`src/rtl/ascii_cmd_parser.sv`:
```
// ascii_cmd_parser
//   Receive-side parser turning ASCII command frames from the UART RX byte
//   stream into packed-BCD load requests for the clock core.
//   Frames: 'T'+HHMMSS+term, 'D'+YYYYMMDD+term, 'W'+d+term; term = CR or LF.
// Ports
//   clk, reset_p             clock (rising edge), async active-high reset
//   rx_data, rx_valid        received byte and its 1-cycle strobe
//   time_bcd, time_load      {H1,H0,M1,M0,S1,S0} and its update pulse
//   date_bcd, date_load      {Y3..Y0,Mo1,Mo0,D1,D0} and its update pulse
//   weekday, weekday_load    0=SUN..6=SAT and its update pulse
//   busy                     frame in progress
//   err                      1-cycle pulse when a frame is aborted
module ascii_cmd_parser #(
  parameter int unsigned TIMEOUT_CYC = 100_000_000
) (
  input  logic        clk,
  input  logic        reset_p,
  input  logic [7:0]  rx_data,
  input  logic        rx_valid,
  output logic [23:0] time_bcd,
  output logic        time_load,
  output logic [31:0] date_bcd,
  output logic        date_load,
  output logic [3:0]  weekday,
  output logic        weekday_load,
  output logic        busy,
  output logic        err
);

  localparam int unsigned   TW   = $clog2(TIMEOUT_CYC);
  localparam logic [TW-1:0] TMAX = TW'(TIMEOUT_CYC - 1);

  typedef enum logic [1:0] {S_IDLE, S_DIGITS, S_TERM, S_ABORT} state_e;
  typedef enum logic [1:0] {K_TIME, K_DATE, K_WDAY} kind_e;

  state_e        state_q, state_d;
  kind_e         kind_q, kind_d;
  logic [31:0]   sh_q, sh_d;
  logic [3:0]    cnt_q, cnt_d;
  logic [3:0]    need_q, need_d;
  logic [TW-1:0] tmr_q, tmr_d;

  logic [23:0] time_bcd_q, time_bcd_d;
  logic [31:0] date_bcd_q, date_bcd_d;
  logic [3:0]  weekday_q, weekday_d;
  logic        time_load_q, time_load_d;
  logic        date_load_q, date_load_d;
  logic        weekday_load_q, weekday_load_d;
  logic        busy_q, busy_d;
  logic        err_q, err_d;

  logic [7:0] dig_off;
  logic       is_digit, is_term, range_ok, expired, accept;

  // Byte classification and range check of the collected digits
  always_comb begin
    // Unsigned wrap makes a single compare cover both ends of '0'..'9'
    dig_off  = rx_data - 8'h30;
    is_digit = dig_off < 8'd10;
    is_term  = (rx_data == 8'h0D) || (rx_data == 8'h0A);
    expired  = !rx_valid && (tmr_q == TMAX);
    range_ok = 1'b0;
    case (kind_q)
      K_TIME:  range_ok = (sh_q[23:16] <= 8'h23) && (sh_q[15:8] <= 8'h59) &&
                          (sh_q[7:0] <= 8'h59);
      K_DATE:  range_ok = (sh_q[15:8] >= 8'h01) && (sh_q[15:8] <= 8'h12) &&
                          (sh_q[7:0] >= 8'h01) && (sh_q[7:0] <= 8'h31);
      K_WDAY:  range_ok = sh_q[3:0] <= 4'd6;
      default: range_ok = 1'b0;
    endcase
    accept = (state_q == S_TERM) && rx_valid && is_term && range_ok;
  end

  // State register
  always_ff @(posedge clk or posedge reset_p) begin
    if (reset_p) begin
      state_q        <= S_IDLE;
      kind_q         <= K_TIME;
      sh_q           <= '0;
      cnt_q          <= '0;
      need_q         <= '0;
      tmr_q          <= '0;
      time_bcd_q     <= '0;
      date_bcd_q     <= '0;
      weekday_q      <= '0;
      time_load_q    <= 1'b0;
      date_load_q    <= 1'b0;
      weekday_load_q <= 1'b0;
      busy_q         <= 1'b0;
      err_q          <= 1'b0;
    end else begin
      state_q        <= state_d;
      kind_q         <= kind_d;
      sh_q           <= sh_d;
      cnt_q          <= cnt_d;
      need_q         <= need_d;
      tmr_q          <= tmr_d;
      time_bcd_q     <= time_bcd_d;
      date_bcd_q     <= date_bcd_d;
      weekday_q      <= weekday_d;
      time_load_q    <= time_load_d;
      date_load_q    <= date_load_d;
      weekday_load_q <= weekday_load_d;
      busy_q         <= busy_d;
      err_q          <= err_d;
    end
  end

  // Next-state logic
  always_comb begin
    state_d = state_q;
    kind_d  = kind_q;
    sh_d    = sh_q;
    cnt_d   = cnt_q;
    need_d  = need_q;
    tmr_d   = '0;
    case (state_q)
      S_IDLE: begin
        if (rx_valid) begin
          case (rx_data)
            8'h54:   begin state_d = S_DIGITS; kind_d = K_TIME; need_d = 4'd6; end
            8'h44:   begin state_d = S_DIGITS; kind_d = K_DATE; need_d = 4'd8; end
            8'h57:   begin state_d = S_DIGITS; kind_d = K_WDAY; need_d = 4'd1; end
            default: ;
          endcase
          sh_d  = '0;
          cnt_d = '0;
        end
      end
      S_DIGITS: begin
        if (rx_valid) begin
          if (is_digit) begin
            sh_d  = {sh_q[27:0], dig_off[3:0]};
            cnt_d = cnt_q + 4'd1;
            if (cnt_d == need_q) state_d = S_TERM;
          end else begin
            state_d = S_ABORT;
          end
        end else if (expired) begin
          state_d = S_ABORT;
        end else begin
          tmr_d = tmr_q + 1'b1;
        end
      end
      S_TERM: begin
        if (rx_valid) begin
          state_d = accept ? S_IDLE : S_ABORT;
        end else if (expired) begin
          state_d = S_ABORT;
        end else begin
          tmr_d = tmr_q + 1'b1;
        end
      end
      S_ABORT: state_d = S_IDLE;
      default: state_d = S_IDLE;
    endcase
  end

  // Output logic: every output is registered from its _d value
  always_comb begin
    time_bcd_d     = time_bcd_q;
    date_bcd_d     = date_bcd_q;
    weekday_d      = weekday_q;
    time_load_d    = 1'b0;
    date_load_d    = 1'b0;
    weekday_load_d = 1'b0;
    busy_d         = (state_d != S_IDLE);
    err_d          = (state_d == S_ABORT);
    if (accept) begin
      case (kind_q)
        K_TIME:  begin time_bcd_d = sh_q[23:0]; time_load_d    = 1'b1; end
        K_DATE:  begin date_bcd_d = sh_q;       date_load_d    = 1'b1; end
        K_WDAY:  begin weekday_d  = sh_q[3:0];  weekday_load_d = 1'b1; end
        default: ;
      endcase
    end
  end

  assign time_bcd     = time_bcd_q;
  assign time_load    = time_load_q;
  assign date_bcd     = date_bcd_q;
  assign date_load    = date_load_q;
  assign weekday      = weekday_q;
  assign weekday_load = weekday_load_q;
  assign busy         = busy_q;
  assign err          = err_q;

endmodule

```
`config.mk`:
```
export PLATFORM = sky130hd
export DESIGN_NAME = ascii_cmd_parser
export DESIGN_NICKNAME = d
export VERILOG_FILES = /design/src/rtl/ascii_cmd_parser.sv
export SDC_FILE = /design/constraint.sdc
export NUM_CORES = 1
export LEC_CHECK = 0
export ABC_AREA = 1
export BUFFER_PORTS_ARGS = -buffer_cell sky130_fd_sc_hd__buf_4
export CAP_MARGIN = 20
export CORE_UTILIZATION = 57
export DETAILED_ROUTE_END_ITERATION = 8
export GPL_ROUTABILITY_DRIVEN = 0
export GPL_TIMING_DRIVEN = 0
export PLACE_DENSITY = 0.86
export SYNTH_ARGS = -nofsm -noshare
export SYNTH_HDL_FRONTEND = slang
export SYNTH_SLANG_ARGS = --single-unit
```
`constraint.sdc`:
```
create_clock -name clk -period 5.4 [get_ports clk]
set_input_delay 0.81 -clock clk [delete_from_list [all_inputs] [get_ports clk]]
set_output_delay 0.81 -clock clk [all_outputs]
set_load 0.01 [all_outputs]
```
# Yosys cells after proc, flatten, opt, wreduce, memory -nomap -nowiden
# Index checks and enable logic that the tools add are counted.
[totals] regBits=136 in_bits=11 wordCells=94
[op_classes] add_sub_neg=3 n_lt_le_gt_ge=9 eq_ne=16 n_mux=29 reduce_logical=23
[op_table] cell="32-bit two-way mux" n=3
[op_table] cell="27-bit two-way mux" n=3
[op_table] cell="32-bit one-hot mux with 2 select lines" n=1
[op_table] cell="27-bit by 1-bit adder with 27-bit output, second input constant" n=1
[op_table] cell="27-bit == test, second input constant" n=1
[op_table] cell="8-bit by 7-bit == test with 1-bit output, second input constant" n=3
[op_table] cell="8-bit by 4-bit == test with 1-bit output, second input constant" n=2
[op_table] cell="8-bit by 1-bit greater-or-equal comparator with 1-bit output, second input constant" n=2
[op_table] cell="8-bit by 6-bit less-or-equal comparator with 1-bit output, second input constant" n=2
[op_table] cell="8-bit by 7-bit less-or-equal comparator with 1-bit output, second input constant" n=2
[op_table] cell="2-bit two-way mux" n=8
[op_table] cell="4-bit two-way mux" n=3
[op_table] cell="4-bit one-hot mux with 3 select lines" n=1
[op_table] cell="1-bit logical AND" n=9
[op_table] cell="2-bit == test, second input constant" n=4
[op_table] cell="8-bit by 5-bit less-or-equal comparator with 1-bit output, second input constant" n=1
[op_table] cell="8-bit by 4-bit less-than comparator with 1-bit output, second input constant" n=1
[op_table] cell="2-bit one-hot mux with 4 select lines" n=1
[op_table] cell="4-bit one-hot mux with 2 select lines" n=1
[op_table] cell="8-bit by 6-bit subtractor with 8-bit output, second input constant" n=1
[op_table] cell="1-bit two-way mux" n=6
[op_table] cell="2-bit != test, second input constant" n=3
[op_table] cell="2-bit one-hot mux with 3 select lines" n=1
[op_table] cell="2-bit AND reduction" n=3
[op_table] cell="other kinds (14)" n=17

# Logic depth before layout (Yosys ltp)
# Gate-level depths: netlist (run 1).
[depth] ltp_word=10 mapped_depth=15

# Worst setup path before layout (run 1)
# No wires, ideal clock.
[synth_path] path_type="input to register" start="input rx_valid" end="register sh_q[0]" setup_ps=133 t_arrival_ps=1912 required_time_ps=5267 setup_slack_ps=3356 stages=9 path_buffers=2 cell_sequence="buf_2 -> nand2_1 -> nor2_1 -> nand4_1 -> inv_2 -> a21oi_1 -> a21oi_2 -> buf_2 -> o22ai_1"
[synth_via] elab_chain_len=2 word_cells_on_any_way=3 cone_classes="eq/ne: 2; reduce/logical: 1"
[synth_rtl] item="start: declaration" line="19" text="input logic rx_valid,"
[synth_rtl] item="2-bit != test (no source line)"
[synth_rtl] item="4-bit AND reduction (no source line) (*)"
[synth_rtl] item="end signal: assignment" line="79" text="sh_q <= '0;"
[synth_rtl] item="end signal: assignment" line="94" text="sh_q <= sh_d;"
[synth_rtl] item="end: declaration" line="38" text="logic [31:0] sh_q, sh_d;"
# Mark *: on every way between the ends. The rest lies on a longest branch, timed or not.
# A chain may end at the register's enable or synchronous reset.

# Final worst setup path (run 1)
[layout_path] start="input rx_data[5]" end="register time_bcd_q[4] (netlist: time_bcd[4])"
[layout_via] elab_chain_len=5 word_cells_on_any_way=6 cone_classes="eq/ne: 2; reduce/logical: 4"
[layout_rtl] item="start: declaration" line="18" text="input logic [7:0] rx_data,"
[layout_rtl] item="8-bit by 4-bit == test with 1-bit output" line="60" text="is_term = (rx_data == 8'h0D) || (rx_data == 8'h0A);"
[layout_rtl] item="1-bit logical OR (*)" line="60"
[layout_rtl] item="1-bit logical AND (*) (2 in a row)" line="71" text="accept = (state_q == S_TERM) && rx_valid && is_term && range_ok;"
[layout_rtl] item="2-bit AND reduction (no source line) (*)"
[layout_rtl] item="end signal: assignment" line="98" text="time_bcd_q <= time_bcd_d;"
[layout_rtl] item="end: declaration" line="43" text="logic [23:0] time_bcd_q, time_bcd_d;"
# Marked as above.

==> reports/metrics.yaml, run 1 <==
setup.worst_path.start_class: "primary input"
cts_buffers: 17
timing.critical_path.fanout_max: 10
number_of_drc_violations_after_detailed_routing_iteration_0: 386
setup_repair_after_global_routing_missed_its_margin: "no"
drcViolationCount: 0
nets: 751
rr_startpoint: "kind_q[0]"
worstSetupStartpoint: "rx_data[5]"
synth_area_sq_um: 5770
path_clk_slew_ps: 70
wl_per_cell_um: 15.4
worst-setup-path-type: "in2reg"
timing.critical_path.mode_cell: "sky130_fd_sc_hd__o21ai_0"
max_slew.worst_pin.slew_ps: 532
synth_fp_nets: 657
cts_root_buffer: "sky130_fd_sc_hd__clkbuf_8"
synth.lib_cells_used.distinct: 37
grt_max_degree: 90
cts.path.max_buffers: 2
dpl.cell_count: 849
cts.htree.levels: 4
io_buffers: 74
num_vias: 4879
clock_sinks: 133
skew_ps: 11.4
ctsResizeCount: 0
critical_path.reg2reg.endpoint: "time_bcd[4]"
floorplan.die.height_um: 103
drive_gt1_frac: 0.197
avgSynthCellArea_sq_um: 9.00
worst-endpoint-required_ps: 5790
antenna_violations_before_repair: 0
multi_input_comb_area_sq_um: 2030
regArea_sq_um: 3330
design_area_sq_um: 7100
synth-warning-count: 0
yosysTopAreaCellShare: 0.577
capture_point_of_the_critical_path: "time_bcd[4]"
final_worst_path_cycle_share: 0.372
reg2regPathDepth: 10
core_area_sq_um: 9770
detailed_place.area_sq_um: 6530
utilization: 0.727
die_area_sq_um: 10500
worst_path_max_delay_cell: "sky130_fd_sc_hd__nor4_1"
timing.final.setup_violations: 0
postSynth.asyncResetShare: 1.00
hold_viol_final: 0
drv.max_cap_violation_count: 0
fp-row-count: 36
minimum_clock_period_after_layout_ps: 2010
synth_area_leaders: "sky130_fd_sc_hd__dfrtp_1 (58%), sky130_fd_sc_hd__nand2_1 (9.0%), sky130_fd_sc_hd__inv_1 (5.1%), sky130_fd_sc_hd__o21ai_0 (4.2%), sky130_fd_sc_hd__nor2_1 (3.6%)"
clock_latency_ps: 530
cp_cell_sequence: "buf_4 -> nor4_1 -> o21ai_0 -> nor2_2 -> nand3_2 -> buf_2 -> nand2_1 -> o21ai_0"
routed_via_density: 5.54
diodes: 0
synth_sequential_area_ratio: 0.577
syn2layout_area_growth_pct: 23.1
cellLeakagePower_nw: 3.33
cell_count_along_the_critical_path: 8
yosys_register_bits: 133
status: "finished clean"
fp.dieW_um: 103
grt_pass1_wl_um: 22000
fmaxAchievable_mhz: 498
final.fill_count: 671
report.final.slew_viol_count: 0
critPathMaxStageDelay_ps: 350
dr.pass1.iters: 5
cellPowerDensity_nw_per_um2: 334
synth_edf_count: 0
netlist.top_cell.by_area: "sky130_fd_sc_hd__dfrtp_1"
min-delay-path-class: "in2async"
crit_path_end_kind: "register"
timing.setup.tns_ps: 0
r2r_setup_slack_ps: 3400
most_common_cell_in_the_netlist: "sky130_fd_sc_hd__nand2_1"
synth_cells: 641
hpwl_detailed_um: 9350
critical_path.n_buffers_inverters: 2
postCtsHoldBufs: 0
floorplan.initialDensity: 0.591
gr-usage-all-layers: 0.275
yosys_most_used_dff: "sky130_fd_sc_hd__dfrtp_1"
globalRoute.totalOverflow: 0
final_antenna_net_count: 0
setup_fix_buffers_added_after_clock_tree_synthesis: 0
synth.cells.most_frequent: "sky130_fd_sc_hd__nand2_1 (138), sky130_fd_sc_hd__dfrtp_1 (133), sky130_fd_sc_hd__inv_1 (78)"
vdd.ir_drop.worst_v: 0.000220
first_global_vias: 4692
layout.cells.non_filler: 881
drt_wl_total_um: 13500
timing.max_slew.rel_slack: 0.645
i_o_pin_total: 76
timing.critical_path.arrival_ps: 2400
worst_path_top_cell_family_by_delay: "simple AND/OR/NAND/NOR gates"
tritoncts_clock_tree: "done"
[power by group]
| group | switching, mW | internal [mW] |
|---|---|---|
| clock network | 0.475 | 0.630 |
| logic | 0.162 | 0.0726 |
| registers | 0.0198 | 1.01 |
| total | 0.657 | 1.72 |
[layout make-up]
| type | count | area share |
|---|---|---|
| buffer | 19 | 0.0153 |
| sequential | 133 | 0.469 |
| clock buffer | 17 | 0.0583 |
| inverter | 82 | 0.0440 |
| multi-input combinational | 407 | 0.285 |
| clock inverter | 15 | 0.0229 |
| tap | 133 | 0.0234 |
| timing repair buffer | 75 | 0.0821 |
[state kept, by name (all words and copies together), names as in the netlist]
name and cells:
state_q 2, time_bcd 24, cnt_q 4, time_load 1, sh_q 32, weekday_load 1
err 1, weekday 4, date_load 1, need_q 2, kind_q 1, tmr_q 27
busy 1, date_bcd 32
[routing by layer]
| layer | share of wire | GRT usage |
|---|---|---|
| met2 | 0.52 | 0.473 |
| met4 | 0.024 | 0.110 |
| met5 | 0 | 0 |
| met1 | 0.41 | 0.329 |
| met3 | 0.049 | 0.0739 |
[cells by family after synthesis]
group	after synthesis	share of synthesized area
buffers and inverters	101	0.0722
AOI/OAI and AO/OA	126	0.123
adders and majority gates	5	0.0108
DFF	133	0.577
xor gates and xnor gates	9	0.0137
and+or+nand+nor	267	0.204
[through the flow]
| stage | setup WS (ps) | hold WS [ps] | total power, mW |
|---|---|---|---|
| final | 3390 | 288 | 2.37 |
| after detailed placement | 2930 | 462 | 1.28 |
| after global routing | 3220 | 320 | 2.46 |
| after floorplan | 1040 | 441 | 1.21 |
| after CTS | 3410 | 294 | 2.38 |
| after global placement | -193 | 452 | 1.27 |
[worst min path at each step]
stage               depth (start not counted)  slack (ps)           end          from
detailed placement                          2         460    weekday[3]    weekday[3]
finish                                      2         290  time_bcd[17]       reset_p
CTS                                         2         290  time_bcd[16]       reset_p
global placement                            2         450  date_bcd[15]  date_bcd[15]
floorplan                                   1         440     tmr_q[26]     tmr_q[26]
global route                                2         320  time_bcd[17]       reset_p
[cells in the final DEF (no fill, tap or decap), types with 3 or more instances in the layout]
cell type                   count
sky130_fd_sc_hd__a21oi_1       21
sky130_fd_sc_hd__buf_2          9
sky130_fd_sc_hd__buf_4         76
sky130_fd_sc_hd__clkbuf_1       3
sky130_fd_sc_hd__clkbuf_16     16
sky130_fd_sc_hd__clkbuf_2       3
sky130_fd_sc_hd__clkinv_4       4
sky130_fd_sc_hd__dfrtp_1      133
sky130_fd_sc_hd__ha_1           5
sky130_fd_sc_hd__inv_1         77
sky130_fd_sc_hd__inv_2          4
sky130_fd_sc_hd__inv_6          6
sky130_fd_sc_hd__nand2_1      138
sky130_fd_sc_hd__nand3_1       26
sky130_fd_sc_hd__nand3_2        3
sky130_fd_sc_hd__nand4_1        7
sky130_fd_sc_hd__nor2_1        55
sky130_fd_sc_hd__nor2_2         3
sky130_fd_sc_hd__nor3_1        20
sky130_fd_sc_hd__nor4_1         4
sky130_fd_sc_hd__o21ai_0       48
sky130_fd_sc_hd__o21ai_1       12
sky130_fd_sc_hd__o21ai_2        5
sky130_fd_sc_hd__o22ai_1       33
sky130_fd_sc_hd__xnor2_1        3
sky130_fd_sc_hd__xor2_1         6
Note: power is estimated with default switching activity, not from simulation.
==> run 2, diff against run 1 <==
ABC_AREA = 0   (was 1)
CORE_UTILIZATION = 58   (was 57)
PLACE_DENSITY = 0.87   (was 0.86)
clock period = 2 ns   (was 5.4 ns; I/O delays follow)
==> reports/metrics.yaml, run 2 <==
floorplan.die.height_um: 103
synth_area_sq_um: 5930
clock_sinks: 133
tritoncts_clock_tree: "done"
failed_checks: "setup timing"
timing.critical_path.fanout_max: 7
synth-warning-count: 0
core_area_sq_um: 9820
status: "complete, but fails checks"
timing.critical_path.arrival_ps: 2840
cell_internal_pwr_mw: 4.85
drcViolationCount: 0
final_antenna_net_count: 0
synth_edf_count: 0
drv.max_cap_violation_count: 0
report.final.slew_viol_count: 0
synth.cells.most_frequent: "sky130_fd_sc_hd__dfrtp_1 (133), sky130_fd_sc_hd__nor2_1 (44), sky130_fd_sc_hd__mux2_4 (41)"
dpl.cell_count: 675
synth_cells: 464
antenna_violations_before_repair: 0
wl_per_cell_um: 23.1
cellPowerDensity_nw_per_um2: 867
skew_ps: 8.04
fin_hold_ws_ps: 32.0
final.fill_count: 526
setup.worst_path.start_class: "register"
synth_sequential_area_ratio: 0.562
cts_root_buffer: "sky130_fd_sc_hd__clkbuf_8"
final_worst_path_cycle_share: 1.21
cellLeakagePower_nw: 3.85
fmaxAchievable_mhz: 412
final_common_cell: "sky130_fd_sc_hd__dfrtp_1"
grt_max_degree: 41
cts_buffers: 17
crit_path_end_kind: "register"
i_o_pin_total: 76
seq_power_share: 0.416
synth_area_leaders: "sky130_fd_sc_hd__dfrtp_1 (56%), sky130_fd_sc_hd__mux2_4 (10%), sky130_fd_sc_hd__a22o_1 (4.9%), sky130_fd_sc_hd__xor2_1 (3.0%), sky130_fd_sc_hd__nor2_1 (2.8%)"
clock_latency_ps: 530
grt_pass1_wl_um: 23600
final.setup.worst_slack_ps: -428
vdd.ir_drop.worst_v: 0.000617
layout.cells.non_filler: 734
routed_via_density: 6.23
dp_slack_ps: -435
most_common_cell_in_the_netlist: "sky130_fd_sc_hd__dfrtp_1"
yosys_most_used_dff: "sky130_fd_sc_hd__dfrtp_1"
cts.htree.levels: 4
detailed_place.area_sq_um: 6720
fp-row-count: 36
drt_wl_total_um: 17000
yosys_register_bits: 133
min-delay-path-class: "in2reg"
design_area_sq_um: 7820
multi_input_comb_area_sq_um: 2630
gr-usage-all-layers: 0.305
setup_repair_after_global_routing_missed_its_margin: "yes"
drive_gt1_frac: 0.411
minimum_clock_period_after_layout_ps: 2430
fp.dieW_um: 103
swShare: 0.284
postSynth.asyncResetShare: 1.00
first_global_vias: 4422
timing.max_slew.rel_slack: 0.486
yosysTopAreaCellShare: 0.562
netlist.top_cell.by_area: "sky130_fd_sc_hd__dfrtp_1"
path_clk_slew_ps: 70
dr.pass1.iters: 6
worst-endpoint-required_ps: 2410
globalRoute.totalOverflow: 0
avgSynthCellArea_sq_um: 12.8
synth_fp_nets: 480
regArea_sq_um: 3340
number_of_drc_violations_after_detailed_routing_iteration_0: 332
io_buffers: 75
power.clock.fraction: 0.453
cts.path.max_buffers: 2
diodes: 0
synth.lib_cells_used.distinct: 53
timing.setup.tns_ps: -25060
max_slew.worst_pin.slew_ps: 762
leading_cell_types_in_the_layout_fill_and_taps_excluded: "sky130_fd_sc_hd__dfrtp_1 (127), sky130_fd_sc_hd__buf_4 (99), sky130_fd_sc_hd__mux2_4 (48)"
floorplan.initialDensity: 0.603
power_frac_comb: 0.131
hold_viol_final: 0
nets: 604
num_vias: 4573
worst-setup-path-type: "reg2reg"
syn2layout_area_growth_pct: 31.9
hpwl_detailed_um: 8710
die_area_sq_um: 10600
power_spent_charging_and_discharging_nets_mw: 1.93
timing.final.setup_violations: 67
## run 2: logic make-up after synthesis
family	synth area share
buf+inv	0.0317
fa+ha+maj	0.0106
simple gates	0.137
compound gates	0.0954
xor+xnor	0.0414
mux	0.123
flops	0.562
## run 2: power groups by stage
stage	Clock [mW]	Sequential, mW	Combinational [mW]
final	3.07	2.82	0.887
after global routing	3.19	2.83	0.968
after CTS	3.04	2.82	0.783
after detailed placement	0	2.87	0.719
after global placement	0	2.86	0.669
after floorplan	0	2.86	0.493
## run 2: what timing repair did
item / in CTS / in global routing
hold endpoints to repair: 30 / 0
pin swaps: 0 / 4
buffers inserted: 16 / 9
endpoints found under the setup margin: 107 / 121
gates cloned: 0 / 3
resized for setup: 35 / 28
hold buffers: 2 / 0
## run 2: stage by stage
step | power (mW) | utilization
after floorplan | 3.35 | -
after global placement | 3.53 | 0.678
after detailed placement | 3.59 | 0.684
after CTS | 6.64 | 0.771
after global routing | 6.99 | 0.796
final | 6.78 | 0.796
## run 2: layer usage
| metal | vias to the layer above | global-route usage | wire (um) |
|---|---|---|---|
| met1 | 2282 | 0.364 | 6310 |
| met3 | 91 | 0.0732 | 1160 |
| met5 | - | 0 | 0 |
| met4 | 0 | 0.173 | 974 |
| li1 | 1924 | - | - |
| met2 | 276 | 0.507 | 8530 |
## run 2: path summary, 6_finish.rpt
kind | startpoint | end | slack [ps] | cells past startpoint
hold reg to reg | time_bcd[15] | time_bcd[15] | 500 | 1
setup reg to reg | sh_q[14] | date_bcd[13] | -430 | 8
hold / removal | rx_data[3] | sh_q[3] | 30 | 2
max in group asynchronous | reset_p | sh_q[18] | 460 | 6
min in group asynchronous | reset_p | tmr_q[23] | 430 | 3
setup / recovery | sh_q[14] | date_bcd[13] | -430 | 8
## run 2: worst max-delay path: stages (launching register included)
cell and delay [ps]:
sky130_fd_sc_hd__dfrtp_1 480, sky130_fd_sc_hd__nor3_1 350, sky130_fd_sc_hd__nand4_1 320, sky130_fd_sc_hd__nor4_4 290
sky130_fd_sc_hd__o31a_4 250, sky130_fd_sc_hd__nand2_8 120, sky130_fd_sc_hd__buf_8 160, sky130_fd_sc_hd__buf_4 140
sky130_fd_sc_hd__and2_1 180
## run 2: layout make-up
type,instances,area share
plain buffers,17,0.0214
multi-input cells,305,0.336
repair buffers,108,0.118
clock inverters,14,0.0195
well taps,133,0.0213
flip-flops and latches,133,0.427
inverters,6,0.00336
clock buffers,18,0.0534
